--- config.mk ---
export PLATFORM = sky130hd
export DESIGN_NAME = countdown_timer
export DESIGN_NICKNAME = d
export VERILOG_FILES = /design/src/rtl/timer_pkg.sv /design/src/rtl/down_counter_core.sv /design/src/rtl/countdown_timer.sv
export SDC_FILE = /design/constraint.sdc
export NUM_CORES = 1
export LEC_CHECK = 0
export ABC_AREA = 1
export ABC_CLOCK_PERIOD_IN_PS = 1400
export BUFFER_PORTS_ARGS = -buffer_cell sky130_fd_sc_hd__buf_2
export CAP_MARGIN = 15
export CORE_AREA = 3 3 40 42
export CTS_CLUSTER_SIZE = 40
export DETAILED_ROUTE_END_ITERATION = 8
export DIE_AREA = 0 0 43 45
export PLACE_DENSITY = 0.66
export SLEW_MARGIN = 25
export SYNTH_ARGS = -nofsm -noshare
export SYNTH_HDL_FRONTEND = slang
export SYNTH_SLANG_ARGS = --single-unit
--- constraint.sdc ---
create_clock -name input_clock1_1 -period 1.4 [get_ports input_clock1_1]
set_clock_uncertainty 0.05 [all_clocks]
set_input_delay 0.21 -clock input_clock1_1 [delete_from_list [all_inputs] [get_ports input_clock1_1]]
set_output_delay 0.21 -clock input_clock1_1 [all_outputs]
set_load 0.02 [all_outputs]
--- src/rtl/timer_pkg.sv ---
// Shared definitions for the countdown timer: FSM state encoding.
package timer_pkg;

  localparam int STATE_W = 2;

  typedef enum logic [STATE_W-1:0] {
    IDLE = 2'b00,
    RUN  = 2'b01,
    DONE = 2'b10
  } state_e;

endpackage

--- src/rtl/down_counter_core.sv ---
// Presettable down-counter datapath: synchronous load, guarded decrement, hold,
// and terminal compares. Sequencing lives in the wrapper.
module down_counter_core #(
  parameter int WIDTH = 3
) (
  input  logic             clk_i,
  input  logic             rst_ni,
  input  logic             load_i,
  input  logic [WIDTH-1:0] load_val_i,
  input  logic             dec_i,
  output logic [WIDTH-1:0] count_o,
  output logic             is_one_o,
  output logic             is_zero_o
);

  logic [WIDTH-1:0] count_q;
  logic [WIDTH-1:0] count_d;

  // Load beats decrement; decrement is blocked at zero so the count never wraps.
  always_comb begin
    count_d = count_q;
    if (load_i) begin
      count_d = load_val_i;
    end else if (dec_i && (count_q != '0)) begin
      count_d = count_q - WIDTH'(1);
    end
  end

  always_ff @(posedge clk_i or negedge rst_ni) begin
    if (!rst_ni) begin
      count_q <= '0;
    end else begin
      count_q <= count_d;
    end
  end

  assign count_o   = count_q;
  assign is_one_o  = (count_q == WIDTH'(1));
  assign is_zero_o = (count_q == '0);

endmodule

--- src/rtl/countdown_timer.sv ---
// Presettable countdown timer: FSM, reload register and registered busy/done
// wrapped around one down_counter_core.
module countdown_timer
  import timer_pkg::*;
#(
  parameter int WIDTH       = 3,
  parameter bit AUTO_RELOAD = 1'b0
) (
  input  logic             input_clock1_1,
  input  logic             input_reset_n1_2,
  input  logic             input_start1_3,
  input  logic             input_stop1_4,
  input  logic             input_tick1_5,
  input  logic [WIDTH-1:0] input_load1_6,
  output logic [WIDTH-1:0] output_count1_7,
  output logic             output_busy1_8,
  output logic             output_done1_9
);

  state_e           state_q, state_d;
  logic [WIDTH-1:0] reload_q, reload_d;
  logic             busy_q, done_q;

  logic             core_load;
  logic             core_use_reload;
  logic             core_dec;
  logic [WIDTH-1:0] core_load_val;
  logic             core_is_one;
  logic             core_is_zero;
  logic             load_is_zero;

  assign load_is_zero  = (input_load1_6 == '0);
  assign core_load_val = core_use_reload ? reload_q : input_load1_6;

  // Next-state decode. In RUN and DONE: stop > start > tick/reload.
  // In IDLE stop has no meaning, so a simultaneous start is still accepted.
  always_comb begin
    state_d         = state_q;
    reload_d        = reload_q;
    core_load       = 1'b0;
    core_use_reload = 1'b0;
    core_dec        = 1'b0;
    case (state_q)
      IDLE: begin
        if (input_start1_3) begin
          core_load = 1'b1;
          reload_d  = input_load1_6;
          state_d   = load_is_zero ? DONE : RUN;
        end
      end
      RUN: begin
        if (input_stop1_4) begin
          state_d = IDLE;
        end else if (input_start1_3) begin
          core_load = 1'b1;
          reload_d  = input_load1_6;
          state_d   = load_is_zero ? DONE : RUN;
        end else if (input_tick1_5 && !core_is_zero) begin
          core_dec = 1'b1;
          if (core_is_one) begin
            state_d = DONE;
          end
        end
      end
      DONE: begin
        if (input_stop1_4) begin
          state_d = IDLE;
        end else if (input_start1_3) begin
          core_load = 1'b1;
          reload_d  = input_load1_6;
          state_d   = load_is_zero ? DONE : RUN;
        end else if (AUTO_RELOAD && (reload_q != '0)) begin
          core_load       = 1'b1;
          core_use_reload = 1'b1;
          state_d         = RUN;
        end else begin
          state_d = IDLE;
        end
      end
      default: begin
        state_d = IDLE;
      end
    endcase
  end

  always_ff @(posedge input_clock1_1 or negedge input_reset_n1_2) begin
    if (!input_reset_n1_2) begin
      state_q  <= IDLE;
      reload_q <= '0;
      busy_q   <= 1'b0;
      done_q   <= 1'b0;
    end else begin
      state_q  <= state_d;
      reload_q <= reload_d;
      busy_q   <= (state_d == RUN);
      done_q   <= (state_d == DONE);
    end
  end

  down_counter_core #(
    .WIDTH(WIDTH)
  ) u_core (
    .clk_i      (input_clock1_1),
    .rst_ni     (input_reset_n1_2),
    .load_i     (core_load),
    .load_val_i (core_load_val),
    .dec_i      (core_dec),
    .count_o    (output_count1_7),
    .is_one_o   (core_is_one),
    .is_zero_o  (core_is_zero)
  );

  assign output_busy1_8 = busy_q;
  assign output_done1_9 = done_q;

endmodule

==> impl_results.md, run 1 <==
* Status: finished with violations
* Failing checks: setup timing
* Yosys top cell area share at 32.9%
* WHS at roughly 190 ps
* Non-filler cells, final at 112
* CTS Buf Count at 3
* Number of global-route vias before repair at roughly 500
* Fmax at ~0.71 GHz
* CTS tree: built
* Crit Path Category: reg2reg
* Rel. slew slack at between 80% and 90%
* Crit. End Element: flip-flop
* DRC at 0
* Initial drt markers at 7
* Yosys cell types at 14
* Final setup fails at 5
* Via Count at 564
* Final core area utilization at 61.2%
* Register area share after synthesis at roughly 33%
* Clock sinks at 7
* Startpoint Class: flip-flop
* Top area cells in the synthesized netlist: dfrtp_1 33%, ha_1 16%, inv_1 11%
* I/O Buffers at 12
* Data required, critical path at about 1500 ps
* RSZ-0062 raised after global routing: yes
* Number of top-level pins at 13
* Cell type with the largest total area after synthesis: dfrtp_1
* Crit-path slowest cell: dfrtp_2
* Post-synth top cells: 15 x inv_1, 15 x nand2_1, 10 x nor2_1
* Net Count, Synth at around 90
* Fin crit period at ~1400 ps
* Initial Utilization at 41.4%
* Post-DP HPWL at a little over 900 µm
* Critical path, cell by cell: inv_1 > ha_1 > nand2_2 > nand3_1 > nand2_1 > nand4_1 > nand3_2 > nand2_2 > nor2_1
* Layout area overhead at 48.0%
* Period utilisation layout at 101%
* Worst Path Max Fanout at 4
* Clock H-tree levels at 1
* Final Hold Viols at 0
* Cells after Synth at 73
* TNS Setup at -27.9 ps
* Max Cap Violations at 0
* Post-synth EDFFs at 0
* Syn avg cell area at approximately 7.3 µm²
* Largest net degree at the start of global routing at 8
* Pwr Total at 1.65 mW
* Least-Margin Pin Slew at around 180 ps
* Nets at 113
* Hold Crit Class: in2reg
* Placeable Area at about 1300 µm²
* Die ar. at approximately 1900 µm²
* Worst EP arrival at between 1500 and 2000 ps
* Initial antenna violation count at 0
* Drt via density at about 5
* Final WL at ~1400 µm
* Worst slack, placed at -47.8 ps
* Placed cells at between 100 and 150
* Antenna Cells at 0
* Ys flop type: dfrtp_1
* Post-route cell area at roughly 790 µm²
* Share of layout cells above drive strength 1 at between 40 and 50%
* Leak at approximately 0.42 nW
* Syn Std Cell Area at 532 µm²
* Final Max Slew Viols at 0
* Antenna viol nets, final at 0
* Setup ws final at -13.6 ps
* # fillers at 112
* Reg area at between 150 and 200 µm²
* Overall routing resource usage at 13.5%
* Post-synthesis register bit count at 7
* Worst-Skew Late Latency at roughly 250 ps
* DR WL/cell at ~12 µm
* Crit-path max cell delay at ~400 ps
* Ys async rst share at 100%
* Grt total ovfl at 0
* Die width at 43 µm
* Site Rows at 13
* Multi-input logic area at 385 µm²
* Synthesis warning total at 0
* Routability cong. at between 0.7 and 0.8
* Clk buf depth at 2
* Critical path's most frequent cell: nand2_2
* Worst-path clk slew at 50 ps
* Maximum vdd ir drop at about 1100 µV
* First-pass GRT wire length at 1930 µm
* Power Density at 2090 nW/µm²
* Placement Cell Area at around 650 µm²
* DRT Pass-1 Iters at 4
* Clk root buf: clkbuf_4
* Die Y at approximately 45 µm
-- cell type report --
class | count | share of cell area [%]
Timing Repair Buffer | 20 | 15.6
Sequential cell | 7 | 22.6
Inverter | 15 | 7.15
Clock buffer | 4 | 3.34
Multi-Input combinational cell | 51 | 49.0
Tap cell | 15 | 2.38
-- state kept, by name, summed over array words and instances, names as in the netlist --
name            count
output_busy1_8      1
u_core.count_o      3
output_done1_9      1
state_q             2
-- report_power, final --
part	leakage [nW]	switching (mW)	internal (mW)	total, mW
Sequential	0.0852	0.0850	0.305	0.390
Clock	0.0150	0.0705	0.108	0.179
Combinational	0.315	0.620	0.460	1.08
Total	0.415	0.775	0.873	1.65
-- placed cells by master (no fill, tap or decap), types with 2 or more instances in the layout --
cell,Yosys,final
nor2_1,10,8
ha_1,7,4
inv_2,0,4
dfrtp_2,0,2
nand2_2,2,6
buf_4,0,7
nand2_1,15,11
clkbuf_4,0,3
nand3_2,0,2
nand3_1,7,5
ha_4,0,3
o221ai_2,0,2
inv_1,15,11
buf_2,0,12
nor2_2,2,3
nand4_1,2,2
dfrtp_1,7,5
-- metal layers --
metal / track usage (%) / wire length [µm]
met5: 0 / 0
met4: 3.61 / 4
met3: 6.37 / 72
met2: 23.7 / 703
met1: 14.8 / 574
-- worst max-delay path, delay by kind of cell, from the launching register on --
family | cells | cell delay [ps]
buf+inv | 1 | 70
flops | 1 | 400
fa+ha+maj | 1 | 210
simple gates | 7 | 590
-- final timing paths --
check / start / endpoint / slack [ps] / cells past startpoint
max in group asynchronous: input_reset_n1_2 / state_q[0] / 850 / 2
min reg2reg: u_core.count_o[0] / u_core.count_o[0] / 540 / 2
min: input_load1_6[2] / u_core.count_o[2] / 190 / 3
max: u_core.count_o[0] / output_done1_9 / -10 / 9
min in group asynchronous: input_reset_n1_2 / u_core.count_o[2] / 270 / 2
max reg2reg: u_core.count_o[0] / output_done1_9 / -10 / 9
-- repair_timing --
item                                   4_1_cts  5_1_grt
setup buffers                                1        1
setup endpoints to repair                    7        7
gates resized for setup                      4       18
hold buffers                                 1        0
endpoints found under the hold margin        7        0
pin swaps                                    1       12
-- cell families (layout without fill, tap and decap cells) --
group / after synthesis / in the layout / share of synthesized area, %
adder cells (fa/ha/maj): 7 / 7 / 16.5
AO/OA/AOI/OAI: 4 / 4 / 6.12
flip-flops: 7 / 7 / 32.9
buffers and inverters: 15 / 39 / 10.6
XOR/XNOR: 1 / 1 / 1.65
AND/OR/NAND/NOR: 39 / 39 / 32.2
No activity file was read; power rests on OpenSTA's default activity.
==> inputs of run 2 (changes only) <==
- ABC_CLOCK_PERIOD_IN_PS: 1400 -> 1200
- PLACE_DENSITY: 0.66 -> 0.71
- TNS_END_PERCENT: not set -> 1
- clock period: 1.4 -> 1.2 ns (I/O delays scaled with it)
==> impl_results.md, run 2 (same netlist as run 1, synthesis figures left out) <==
* I/O Buffers at 12 (unchanged)
* Status: finished with violations (unchanged)
* Sw frac at 45.6% (was 47.1%)
* Die Y at 45 µm (unchanged)
* Antenna Cells at 0 (unchanged)
* Crit-path max cell delay at 440 ps (was 400 ps)
* Fin crit period at 1410 ps (about the same)
* R2r startpoint: u_core.count_o[0] (unchanged)
* CTS Buf Count at 3 (unchanged)
* Initial antenna violation count at 0 (unchanged)
* Origin of the worst setup path: u_core.count_o[0] (unchanged)
* Crit-path slowest cell: dfrtp_2 (unchanged)
* Number of top-level pins at 13 (unchanged)
* Fmax at 0.710 GHz (was 0.707 GHz)
* First-pass GRT wire length at 2150 µm (was 1930 µm)
* Logic pwr share at 67.4% (was 65.5%)
* Worst R2R End: output_busy1_8 (was output_done1_9)
* Placeable Area at 1280 µm² (unchanged)
* Critical path, cell by cell: inv_2 > ha_4 > nand2_4 > nand3_2 > nand2_1 > nand4_1 > nand3_2 > buf_4 > nor2_2 (was inv_1 > ha_1 > nand2_2 > nand3_1 > nand2_1 > nand4_1 > nand3_2 > nand2_2 > nor2_1)
* Clk pwr share at 10.3% (was 10.9%)
* Nets at 118 (was 113)
* Crit. End Element: flip-flop (unchanged)
* Power Density at 2530 nW/µm² (was 2090 nW/µm²)
* Routability cong. at 0.827 (was 0.768)
* DRT Pass-1 Iters at 4 (unchanged)
* Worst slack, placed at -238 ps (was -47.8 ps)
* FF-to-FF path depth at 9 (unchanged)
* Final Hold Viols at 0 (unchanged)
* Seq pwr share at 22.3% (was 23.6%)
* Worst-Skew Late Latency at 260 ps (was 250 ps)
* Final Max Slew Viols at 0 (unchanged)
* Hold Crit Class: in2reg (unchanged)
* Critical path destination: output_busy1_8 (was output_done1_9)
* Overall routing resource usage at 16.0% (was 13.5%)
* Least-Margin Pin Slew at 198 ps (was 182 ps)
* Max Cap Violations at 0 (unchanged)
* Worst Path Max Fanout at 3 (was 4)
* Maximum vdd ir drop at 1190 µV (was 1070 µV)
* Kind of cell adding the most delay to the critical path: simple AND/OR/NAND/NOR gates (unchanged)
* Final setup fails at 7 (was 5)
* Critical path's most frequent cell: nand3_2 (was nand2_2)
* Startpoint Class: flip-flop (unchanged)
* RSZ-0062 raised after global routing: yes (unchanged)
* Layout area overhead at 55.1% (was 48.0%)
* Internal Power at 1.14 mW (was 0.873 mW)
* Grt total ovfl at 0 (unchanged)
* Reg2Reg Setup Slack at -210 ps (was -10 ps)
* Switch Pwr at 0.950 mW (was 0.775 mW)
* Initial Utilization at 41.4% (unchanged)
* Max FFs per register at 3 (unchanged)
* DR WL/cell at 12.3 µm (was 12.1 µm)
* Commonest non-fill, non-tap cells in the layout: 11 x nand2_1, 11 x buf_2, 11 x buf_4 (was 12 x buf_2, 11 x inv_1, 11 x nand2_1)
* Final WL at 1440 µm (was 1360 µm)
* Data required, critical path at 1330 ps (was 1520 ps)
* Die ar. at 1940 µm² (unchanged)
* Initial drt markers at 7 (unchanged)
* DRC at 0 (unchanged)
* Drt via density at 4.66 (was 5.04)
* Die width at 43 µm (unchanged)
* Crit Path Category: reg2reg (unchanged)
* Clk root buf: clkbuf_4 (unchanged)
* Period utilisation layout at 117% (was 101%)
* CTS tree: built (unchanged)
* Setup ws final at -208 ps (was -13.6 ps)
* Worst EP arrival at 1540 ps (about the same)
* Pwr Total at 2.09 mW (was 1.65 mW)
* Number of global-route vias before repair at 535 (was 501)
* Clk buf depth at 2 (unchanged)
* Antenna viol nets, final at 0 (unchanged)
* Crit. path cell count at 9 (unchanged)
* Share of layout cells above drive strength 1 at 52.0% (was 48.5%)
* Clock H-tree levels at 1 (unchanged)
* Via Count at 545 (was 564)
* Post-DP HPWL at 1050 µm (was 909 µm)
* Critical path buffers and inverters at 2 (was 1)
* Largest net degree at the start of global routing at 8 (unchanged)
* Rel. slew slack at 86.7% (was 87.8%)
* Site Rows at 13 (unchanged)
* Worst-path clk slew at 60 ps (was 50 ps)
* Leak at 0.442 nW (was 0.415 nW)
* Failing checks: setup timing (unchanged)
* Clock sinks at 7 (unchanged)
==> run 2: final cells by class <==
cell class | count | area (µm²)
Timing Repair Buffer | 25 | 170
Tap cell | 15 | 18.8
Fill cell | 118 | 460
Clock buffer | 4 | 26.3
Multi-Input combinational cell | 51 | 373
Inverter | 15 | 58.8
Sequential cell | 7 | 178
==> run 2: worst min-delay path: cells and delay by family <==
family | cells | cell delay, ps
buffers and inverters | 1 | 90
AOI/OAI and AO/OA | 1 | 60
and+or+nand+nor | 1 | 70
==> run 2: worst min-delay path by stage <==
stage / from / end / slack, ps / depth (start not counted)
after floorplan: input_reset_n1_2 / output_busy1_8 / -170 / 0
after global routing: input_load1_6[2] / u_core.count_o[2] / 150 / 3
after detailed placement: input_reset_n1_2 / u_core.count_o[2] / -30 / 1
after CTS: input_load1_6[2] / u_core.count_o[2] / 130 / 3
final: input_load1_6[2] / u_core.count_o[2] / 140 / 3
after global placement: input_reset_n1_2 / u_core.count_o[2] / -30 / 1
==> run 2: what timing repair did <==
action,in CTS,in global routing
gates resized for setup,9,17
setup endpoints to repair,7,8
pin swaps,5,13
hold buffers,1,0
buffers inserted,2,2
endpoints found under the hold margin,7,0
==> run 2: routing by layer <==
metal | global-route usage [%] | up-vias | part of all wire, %
li1 | - | 288 | -
met4 | 8.43 | 0 | 1.5
met2 | 30.8 | 9 | 58
met1 | 14.3 | 244 | 37
met3 | 6.37 | 4 | 3.3
met5 | 0 | - | 0
==> run 2: metrics by stage <==
step	hold WS (ps)	cell area (µm²)	cells	setup TNS [ps]	util [%]
floorplan	-166	534	73	-931	-
global placement	-32.5	673	108	-1170	52.4
detailed placement	-26.5	673	108	-1380	52.4
CTS	132	746	115	-1360	58.0
global route	149	825	117	-1830	64.2
finish	135	825	117	-1270	64.2
==> run 2: power groups by stage <==
stage	sequential (mW)	combinational, mW	clock (mW)
2_1_floorplan	0.538	0.547	0
3_3_place_gp	0.431	1.03	0
3_5_place_dp	0.440	1.07	0
4_1_cts	0.441	1.19	0.224
5_1_grt	0.481	1.54	0.235
6_report	0.465	1.41	0.215
